## src/rtl/sm_warp_scheduler.sv

```systemverilog
`default_nettype none
// ============================================================================
// Module   : sm_warp_scheduler
// Brief    : Round-robin warp selector with per-warp IDLE/ACTIVE/BARRIER FSM
//            and CTA-wide barrier release; drives one-hot pops to inst buffers.
// Revision : 1.0 - initial release
// ============================================================================
module sm_warp_scheduler #(
  parameter int WARP_NUM  = 8,
  parameter int WID_WIDTH = 3,
  parameter int CNT_WIDTH = 32
) (
  input  logic                 clk,
  input  logic                 rst_n,
  input  logic [WARP_NUM-1:0]  inst_buffer_has_data_i,
  input  logic [WARP_NUM-1:0]  scoreboard_ready_i,
  input  logic                 issue_ready_i,
  input  logic [WARP_NUM-1:0]  warp_start_i,
  input  logic                 warp_end_valid_i,
  input  logic [WID_WIDTH-1:0] warp_end_wid_i,
  input  logic                 bar_req_valid_i,
  input  logic [WID_WIDTH-1:0] bar_req_wid_i,
  output logic [WARP_NUM-1:0]  warp_to_issue_oh_o,
  output logic                 issue_valid_o,
  output logic [WID_WIDTH-1:0] issue_wid_o,
  output logic [WARP_NUM-1:0]  warp_active_o,
  output logic                 all_idle_o,
  output logic [CNT_WIDTH-1:0] issue_cnt_o,
  output logic [CNT_WIDTH-1:0] stall_cnt_o
);

  localparam int                   c_scan_w   = WID_WIDTH + 1;
  localparam logic [WID_WIDTH-1:0] c_last_wid = WID_WIDTH'(WARP_NUM - 1);

  typedef enum logic [1:0] {
    ST_IDLE    = 2'b00,
    ST_ACTIVE  = 2'b01,
    ST_BARRIER = 2'b10
  } warp_state_e;

  logic [WARP_NUM-1:0]  w_is_active;
  logic [WARP_NUM-1:0]  w_is_barrier;
  logic [WARP_NUM-1:0]  w_elig;
  logic                 w_release;
  logic [WID_WIDTH-1:0] r_rr_ptr;
  logic [WID_WIDTH-1:0] w_sel;
  logic                 w_found;
  logic [c_scan_w-1:0]  w_scan;
  logic [CNT_WIDTH-1:0] r_issue_cnt;
  logic [CNT_WIDTH-1:0] r_stall_cnt;

  // Barrier opens once nobody is left running but someone is waiting.
  assign w_release = ~(|w_is_active) & (|w_is_barrier);

  generate
    for (genvar g = 0; g < WARP_NUM; g++) begin : g_warp
      warp_state_e r_state;
      warp_state_e w_next;
      logic        w_end_hit;
      logic        w_bar_hit;

      assign w_end_hit = warp_end_valid_i & (warp_end_wid_i == WID_WIDTH'(g));
      assign w_bar_hit = bar_req_valid_i  & (bar_req_wid_i  == WID_WIDTH'(g));

      always_comb begin
        w_next = r_state;
        case (r_state)
          ST_IDLE:    if (warp_start_i[g]) w_next = ST_ACTIVE;
          ST_ACTIVE: begin
            if (w_end_hit)      w_next = ST_IDLE;
            else if (w_bar_hit) w_next = ST_BARRIER;
          end
          ST_BARRIER: begin
            if (w_end_hit)      w_next = ST_IDLE;
            else if (w_release) w_next = ST_ACTIVE;
          end
          default:              w_next = ST_IDLE;
        endcase
      end

      always_ff @(posedge clk or negedge rst_n) begin
        if (!rst_n) r_state <= ST_IDLE;
        else        r_state <= w_next;
      end

      assign w_is_active[g]   = (r_state == ST_ACTIVE);
      assign w_is_barrier[g]  = (r_state == ST_BARRIER);
      assign warp_active_o[g] = (r_state != ST_IDLE);
      assign w_elig[g] = inst_buffer_has_data_i[g] & scoreboard_ready_i[g] & w_is_active[g];
    end
  endgenerate

  // Scan starting at rr_ptr, wrapping modulo WARP_NUM; first eligible wins.
  always_comb begin
    w_found = 1'b0;
    w_sel   = '0;
    w_scan  = '0;
    for (int i = 0; i < WARP_NUM; i++) begin
      w_scan = {1'b0, r_rr_ptr} + c_scan_w'(i);
      if (w_scan >= c_scan_w'(WARP_NUM)) w_scan = w_scan - c_scan_w'(WARP_NUM);
      if (!w_found && issue_ready_i && w_elig[w_scan[WID_WIDTH-1:0]]) begin
        w_found = 1'b1;
        w_sel   = w_scan[WID_WIDTH-1:0];
      end
    end
  end

  assign warp_to_issue_oh_o = w_found ? (WARP_NUM'(1) << w_sel) : '0;
  assign issue_valid_o      = w_found;
  assign issue_wid_o        = w_found ? w_sel : '0;
  assign all_idle_o         = ~(|warp_active_o);
  assign issue_cnt_o        = r_issue_cnt;
  assign stall_cnt_o        = r_stall_cnt;

  always_ff @(posedge clk or negedge rst_n) begin
    if (!rst_n) begin
      r_rr_ptr    <= '0;
      r_issue_cnt <= '0;
      r_stall_cnt <= '0;
    end else begin
      if (w_found) begin
        r_rr_ptr    <= (w_sel == c_last_wid) ? '0 : w_sel + 1'b1;
        r_issue_cnt <= r_issue_cnt + 1'b1;
      end else if (|w_is_active) begin
        r_stall_cnt <= r_stall_cnt + 1'b1;
      end
    end
  end

endmodule
`default_nettype wire

```

## config.mk

```make
export PLATFORM = sky130hd
export DESIGN_NAME = sm_warp_scheduler
export DESIGN_NICKNAME = d
export VERILOG_FILES = /design/src/rtl/sm_warp_scheduler.sv
export SDC_FILE = /design/constraint.sdc
export NUM_CORES = 1
export LEC_CHECK = 0
export BUFFER_PORTS_ARGS = -buffer_cell sky130_fd_sc_hd__buf_2
export CAP_MARGIN = 20
export CORE_MARGIN = 8
export CORE_UTILIZATION = 55
export CTS_CLUSTER_DIAMETER = 80
export DETAILED_ROUTE_END_ITERATION = 10
export PLACE_DENSITY = 0.92
export SLEW_MARGIN = 0
export SYNTH_ARGS = -nofsm -noshare
export SYNTH_HDL_FRONTEND = slang
export SYNTH_SLANG_ARGS = --single-unit
```

## constraint.sdc

```tcl
create_clock -name clk -period 5.1 [get_ports clk]
set_input_delay 1.02 -clock clk [delete_from_list [all_inputs] [get_ports clk]]
set_output_delay 1.02 -clock clk [all_outputs]
set_load 0.05 [all_outputs]
```

# --- Word level (Yosys, flattened, before mapping) ---
# Cells that the tools add are included.
op_classes:
  order_cmp: 16
  n_mux: 84
  n_eq_ne: 55
  addsub: 18
  bitwise: 36
  reduce_logical: 52
  shift: 1
ops:
  columns: ["op", "count"]
  rows:
  - ["2-bit two-way mux", 33]
  - ["32-bit by 1-bit adder with 32-bit output (second input constant)", 2]
  - ["3-bit two-way mux", 18]
  - ["3-bit by 1-bit inequality test with 1-bit output (second input constant)", 16]
  - ["2-bit case mux with 3 select lines", 8]
  - ["1-bit AND", 33]
  - ["3-bit by 4-bit less-than comparator with 1-bit output (second input constant)", 8]
  - ["4-bit greater-or-equal comparator (second input constant)", 7]
  - ["3-bit equality test (second input constant)", 9]
  - ["1-bit binary-select mux with 3-bit select", 8]
  - ["3-bit AND reduction", 8]
  - ["8-bit OR reduction", 3]
  - ["3-bit by 1-bit subtractor with 3-bit output (second input constant)", 8]
  - ["3-bit by 3-bit adder with 4-bit output (second input constant)", 4]
  - ["2-bit by 1-bit equality test with 1-bit output (second input constant)", 8]
  - ["2-bit equality test (second input constant)", 8]
  - ["2-bit logical NOT", 8]
  - ["1-bit two-way mux", 16]
  - ["2-bit inequality test (second input constant)", 8]
  - ["2-bit nonzero test", 8]
  - ["1-bit logical AND", 15]
  - ["3-bit by 2-bit equality test with 1-bit output (second input constant)", 4]
  - ["3-bit by 2-bit adder with 4-bit output (second input constant)", 2]
  - ["8-bit two-way mux", 1]
  - ["9 further kinds", 19]
totals:
  output_inout_bits: 85
  wordCells: 273
  in_bits: 35
  reg_bits: 83

# --- Logic depth before layout (Yosys ltp) ---
depth:
  depth_word: 36
  mapped_depth: 16
  mapped_depth_nobuf: 14

# --- Worst setup path after synthesis ---
# OpenSTA, ideal clock, no wires.
synth_path:
  path_kind: "input-to-output"
  from: "input inst_buffer_has_data_i[2]"
  to: "output warp_to_issue_oh_o[7]"
  arrival_ps: 3366
  n_path_buf: 0
  t_required_ps: 4080
  stages: 10
  setup_slack_ps: 714
  path_cell_list: "nand4b_1 o22ai_1 nor2_1 o21a_1 or2_2 and3_1 o21ai_0 o311a_1 ha_1 nor2b_2"
synth_between:
  elab_chain_len: 36
  word_cells_on_any_way: 58
  classes_between: "shift (1); mux (33); bitwise (2); reduce/logical (22)"
synth_rtl:
  columns: ["item", "line", "source"]
  rows:
  - ["start: declaration", "15", "input logic [WARP_NUM-1:0] inst_buffer_has_data_i,"]
  - ["1-bit AND * (2 in series)", "89", "assign w_elig[g] = inst_buffer_has_data_i[g] & scoreboard_ready_i[g] & w_is_active[g];"]
  - ["1-bit binary-select mux with 3-bit select", "101", "if (!w_found && issue_ready_i && w_elig[w_scan[WID_WIDTH-1:0]]) begin"]
  - ["1-bit two-way mux (implied by the code)", "101", null]
  - ["1-bit logical AND", "101", null]
  - ["1-bit two-way mux", "101", null]
  - ["1-bit logical NOT", "101", null]
  - ["1-bit logical AND (2 in series)", "101", null]
  - ["1-bit two-way mux", "101", null]
  - ["(+16 left out)", null, null]
  - ["1-bit logical NOT", "101", null]
  - ["1-bit logical AND (2 in series)", "101", null]
  - ["1-bit two-way mux", "101", null]
  - ["1-bit logical NOT", "101", null]
  - ["1-bit logical AND (2 in series)", "101", null]
  - ["3-bit two-way mux", "101", null]
  - ["1-bit by 3-bit << shifter with 8-bit output", "108", "assign warp_to_issue_oh_o = w_found ? (WARP_NUM'(1) << w_sel) : '0;"]
  - ["8-bit two-way mux *", "108", null]
  - ["end: declaration", "23", "output logic [WARP_NUM-1:0] warp_to_issue_oh_o,"]
# Every way passes the cells marked *; elsewhere a longest branch is shown, timed or not. The select of a mux whose other input is x is not followed.

# --- Final worst setup path ---
layout_path:
  from: "input scoreboard_ready_i[0]"
  to: "output warp_to_issue_oh_o[7]"
layout_between:
  elab_chain_len: 36
  word_cells_on_any_way: 58
  classes_between: "shift (1); mux (33); bitwise (2); reduce/logical (22)"
layout_rtl:
  columns: ["item", "line", "source"]
  rows:
  - ["start: declaration", "16", "input logic [WARP_NUM-1:0] scoreboard_ready_i,"]
  - ["1-bit AND * (2 in series)", "89", null]
  - ["1-bit binary-select mux with 3-bit select", "101", null]
  - ["1-bit two-way mux (implied by the code)", "101", null]
  - ["1-bit logical AND", "101", null]
  - ["1-bit two-way mux", "101", null]
  - ["1-bit logical NOT", "101", null]
  - ["1-bit logical AND (2 in series)", "101", null]
  - ["1-bit two-way mux", "101", null]
  - ["(+16 left out)", null, null]
  - ["1-bit logical NOT", "101", null]
  - ["1-bit logical AND (2 in series)", "101", null]
  - ["1-bit two-way mux", "101", null]
  - ["1-bit logical NOT", "101", null]
  - ["1-bit logical AND (2 in series)", "101", null]
  - ["3-bit two-way mux", "101", null]
  - ["1-bit by 3-bit << shifter with 8-bit output", "108", null]
  - ["8-bit two-way mux *", "108", null]
# Marked as above.

==> results.tsv <==
stage	metric	value	unit
cts	CTS Hold Bufs	0	
synth	top-count cell post-synth	dfrtp_1	
finish	Final nets	684	
critical_path	Required @ worst endpoint	4080	ps
floorplanning	Core Box Area	9150	sq um
floorplanning	die area	12700	sq um
cts	total CTS buffers	9	
synth	Synth cell types	78	
synth	post-synthesis compound-gate area fraction	0.105	
synth	top-area cell type share of the netlist area	0.403	
cts	Clk pin slew, worst setup/hold paths	90	ps
timing	Slew HR	0.572	
routing	vias post-DR	4475	
global_routing	first-pass GRT wire length	22200	um
timing	Worst Max-Slew Pin Slew	635	ps
placement	DP Wirelength	10400	um
power_and_ir_drop	Worst VDD drop	0.682	mV
global_routing	gr ovfl total	0	
finish	Fillers	711	
critical_path	Setup CP Type	in -> out	
floorplanning	DIE HEIGHT	113	um
timing	final setup TNS	0	ps
cts	clk root buf	clkbuf_8	
synth	flops & latches, synth	83	
synth	multiplexer share of the synthesized area	0.0434	
synth	cell area after synthesis	5160	sq um
global_routing	largest net degree at the start of global routing	84	
cts	CTS tree	yes	
floorplanning	DIE WIDTH	113	um
synth	Post-synth EDFFs	0	
timing	max frequency	205	MHz
critical_path	Max FO, Critical Path	8	
routing	vias per inst	5.91	
finish	Ant. Diodes	0	
job	max-cap violations	0	
power_and_ir_drop	Final Power	3.55	mW
placement	DP Worst Slack	275	ps
placement	Port Buffers	119	
status	outcome	completed	
floorplanning	IO Pins	120	
global_routing	Total GRT Usage	0.210	
routing	WL/cell	17.6	um
synth	YS warnings	0	
cts	Longest Clk Path Bufs	2	
finish	synth-to-layout area growth	16.9	%
placement	Final GP Congestion	0.948	
critical_path	CP delay by family, top	simple AND/OR/NAND/NOR gates	
timing	Final min period	4870	ps
synth	main combinational cell family by area after synthesis	simple AND/OR/NAND/NOR gates	
synth	Synth Area in Adders	0.0194	
routing	DRT Wirelength	13300	um
critical_path	Worst setup SP type	input pin	
power_and_ir_drop	leakage power	2.78	nW
synth	Post-synth top cells	dfrtp_1 (83), xnor2_1 (58), nand2_1 (47), nor2_1 (47), nand3_1 (19)	
timing	Pins Over Slew Limit	0	
critical_path	Slowest cell on crit path	mux4_2	
global_routing	initial antenna violation count	0	
power_and_ir_drop	power per cell area	588	nW/um^2
finish	fraction of layout cells with a size suffix above 1	0.307	
synth	XOR/XNOR share of the synthesized area	0.114	
critical_path	Crit path largest cell delay	580	ps
routing	Pre-antenna DRT Iters	5	
cts	clk_lat worst skew	350	ps
routing	1st-iter DRT viols	357	
worst_hold_path	hold crit path type	reg -> reg	
timing	final setup fails	0	
timing	Post-Route Skew	15.9	ps
timing	worst-case setup margin in the final layout	228	ps
critical_path	CP Buf/Inv Count	2	
critical_path	crit-path cells	buf_2 -> nand4b_1 -> mux2i_1 -> mux4_2 -> nand2_4 -> nand4b_4 -> nor4_4 -> nand2_1 -> o31a_1 -> ha_1 -> nor2b_2 -> buf_2	
synth	Syn Nets	563	
synth	Avg Inst Size Synth	9.92	sq um
synth	Mapped Cells	520	
timing	Period Utilization, post-route	0.955	
synth	post-synthesis sequential area ratio	0.403	
cts	H-tree levels	3	
timing	RSZ-0062 raised after global routing	no	
synth	top post-synthesis cells by area	dfrtp_1 (40%), xnor2_1 (9.9%), nand2_1 (3.4%), nor2_1 (3.4%), mux2i_1 (2.5%)	
synth	Post-synth ARST share	1.00	
cts	clock sink count	83	
critical_path	arrival time worst endpoint	3850	ps
critical_path	Crit. End Element	output port	
routing	final antenna-violating net count	0	
timing	Final Hold Fails	0	
synth	simple-gate area share of the yosys netlist	0.280	
synth	Synth Flop Type	dfrtp_1	
global_routing	vias in the first global route	4706	
floorplanning	Initial Utilization	0.563	
critical_path	Crit path top cell by count	buf_2	
synth	post-synth top area cell	dfrtp_1	
routing	drt drc	0	
floorplanning	num rows	35	
## cell type report
type / count / area [sq um] / area share
clock buffers: 10 / 128 / 0.0212
repair buffers: 123 / 648 / 0.108
well taps: 111 / 139 / 0.0230
inverters: 13 / 51.3 / 0.00851
flip-flops and latches: 83 / 2080 / 0.345
multi-input cells: 411 / 2910 / 0.483
clock inverters: 6 / 71.3 / 0.0118
## metrics by stage
step           cell area (sq um)  cells  utilization  hold WS [ps]
3_5_place_dp                5780    740        0.632           466
2_1_floorplan               5160    520            -           479
6_report                    6030    757        0.658           475
4_1_cts                     5980    756        0.654           483
5_1_grt                     6030    757        0.658           468
3_3_place_gp                5780    740        0.632           455
## logic make-up after synthesis
kind of cell | after synthesis
xor+xnor | 67
simple gates | 245
flops | 83
mux | 18
buf+inv | 26
compound gates | 73
fa+ha+maj | 8
## where the power goes
part / internal [mW] / switching, mW / leakage (nW)
Combinational: 0.717 / 1.48 / 1.59
Sequential: 0.752 / 0.124 / 1.09
Clock: 0.232 / 0.244 / 0.0939
Total: 1.70 / 1.84 / 2.78
## cells in the final DEF, fill, tap and decap left out, types with 10 or more instances in the layout
master	n
nand2b_1	10
o22ai_1	15
buf_2	118
nor2_1	46
nor4_1	10
inv_1	11
nand3_1	19
nand4_1	16
nand2_1	47
o21ai_0	15
xnor2_1	58
mux2i_1	13
dfrtp_1	83
or2_2	12
nor2b_1	15
## worst paths after layout
path	startpoint	end	slack (ps)	depth (start not counted)
hold reg to reg	issue_cnt_o[31]$_DFFE_PN0N_	issue_cnt_o[31]$_DFFE_PN0N_	480	1
setup reg to reg	r_rr_ptr[0]$_DFFE_PN0N_	issue_cnt_o[30]$_DFFE_PN0N_	1520	12
hold / removal	issue_cnt_o[31]$_DFFE_PN0N_	issue_cnt_o[31]$_DFFE_PN0N_	480	1
min in group asynchronous	rst_n	stall_cnt_o[9]$_DFFE_PN0P_	500	1
setup / recovery	scoreboard_ready_i[0]	warp_to_issue_oh_o[7]	230	12
max in group asynchronous	rst_n	g_warp[4].r_state[1]$_DFFE_PN0P_	4020	2
## registers in the layout, indices dropped and copies added (netlist names)
signal          count
stall_cnt_o        32
g_warp.r_state     16
issue_cnt_o        32
r_rr_ptr            3
## layer usage
layer | vias up | global-route usage | wire (um)
met5 | - | 0 | 0
met3 | 19 | 0.0495 | 975
met4 | 0 | 0.0764 | 174
met1 | 2159 | 0.254 | 5640
li1 | 2108 | - | -
met2 | 189 | 0.357 | 6550
## timing repair
action	in CTS	in global routing
hold endpoints to repair	0	0
buffers inserted	0	0
gates resized for setup	0	4
setup endpoints to repair	0	8
Note: power is estimated with default switching activity, not from simulation.
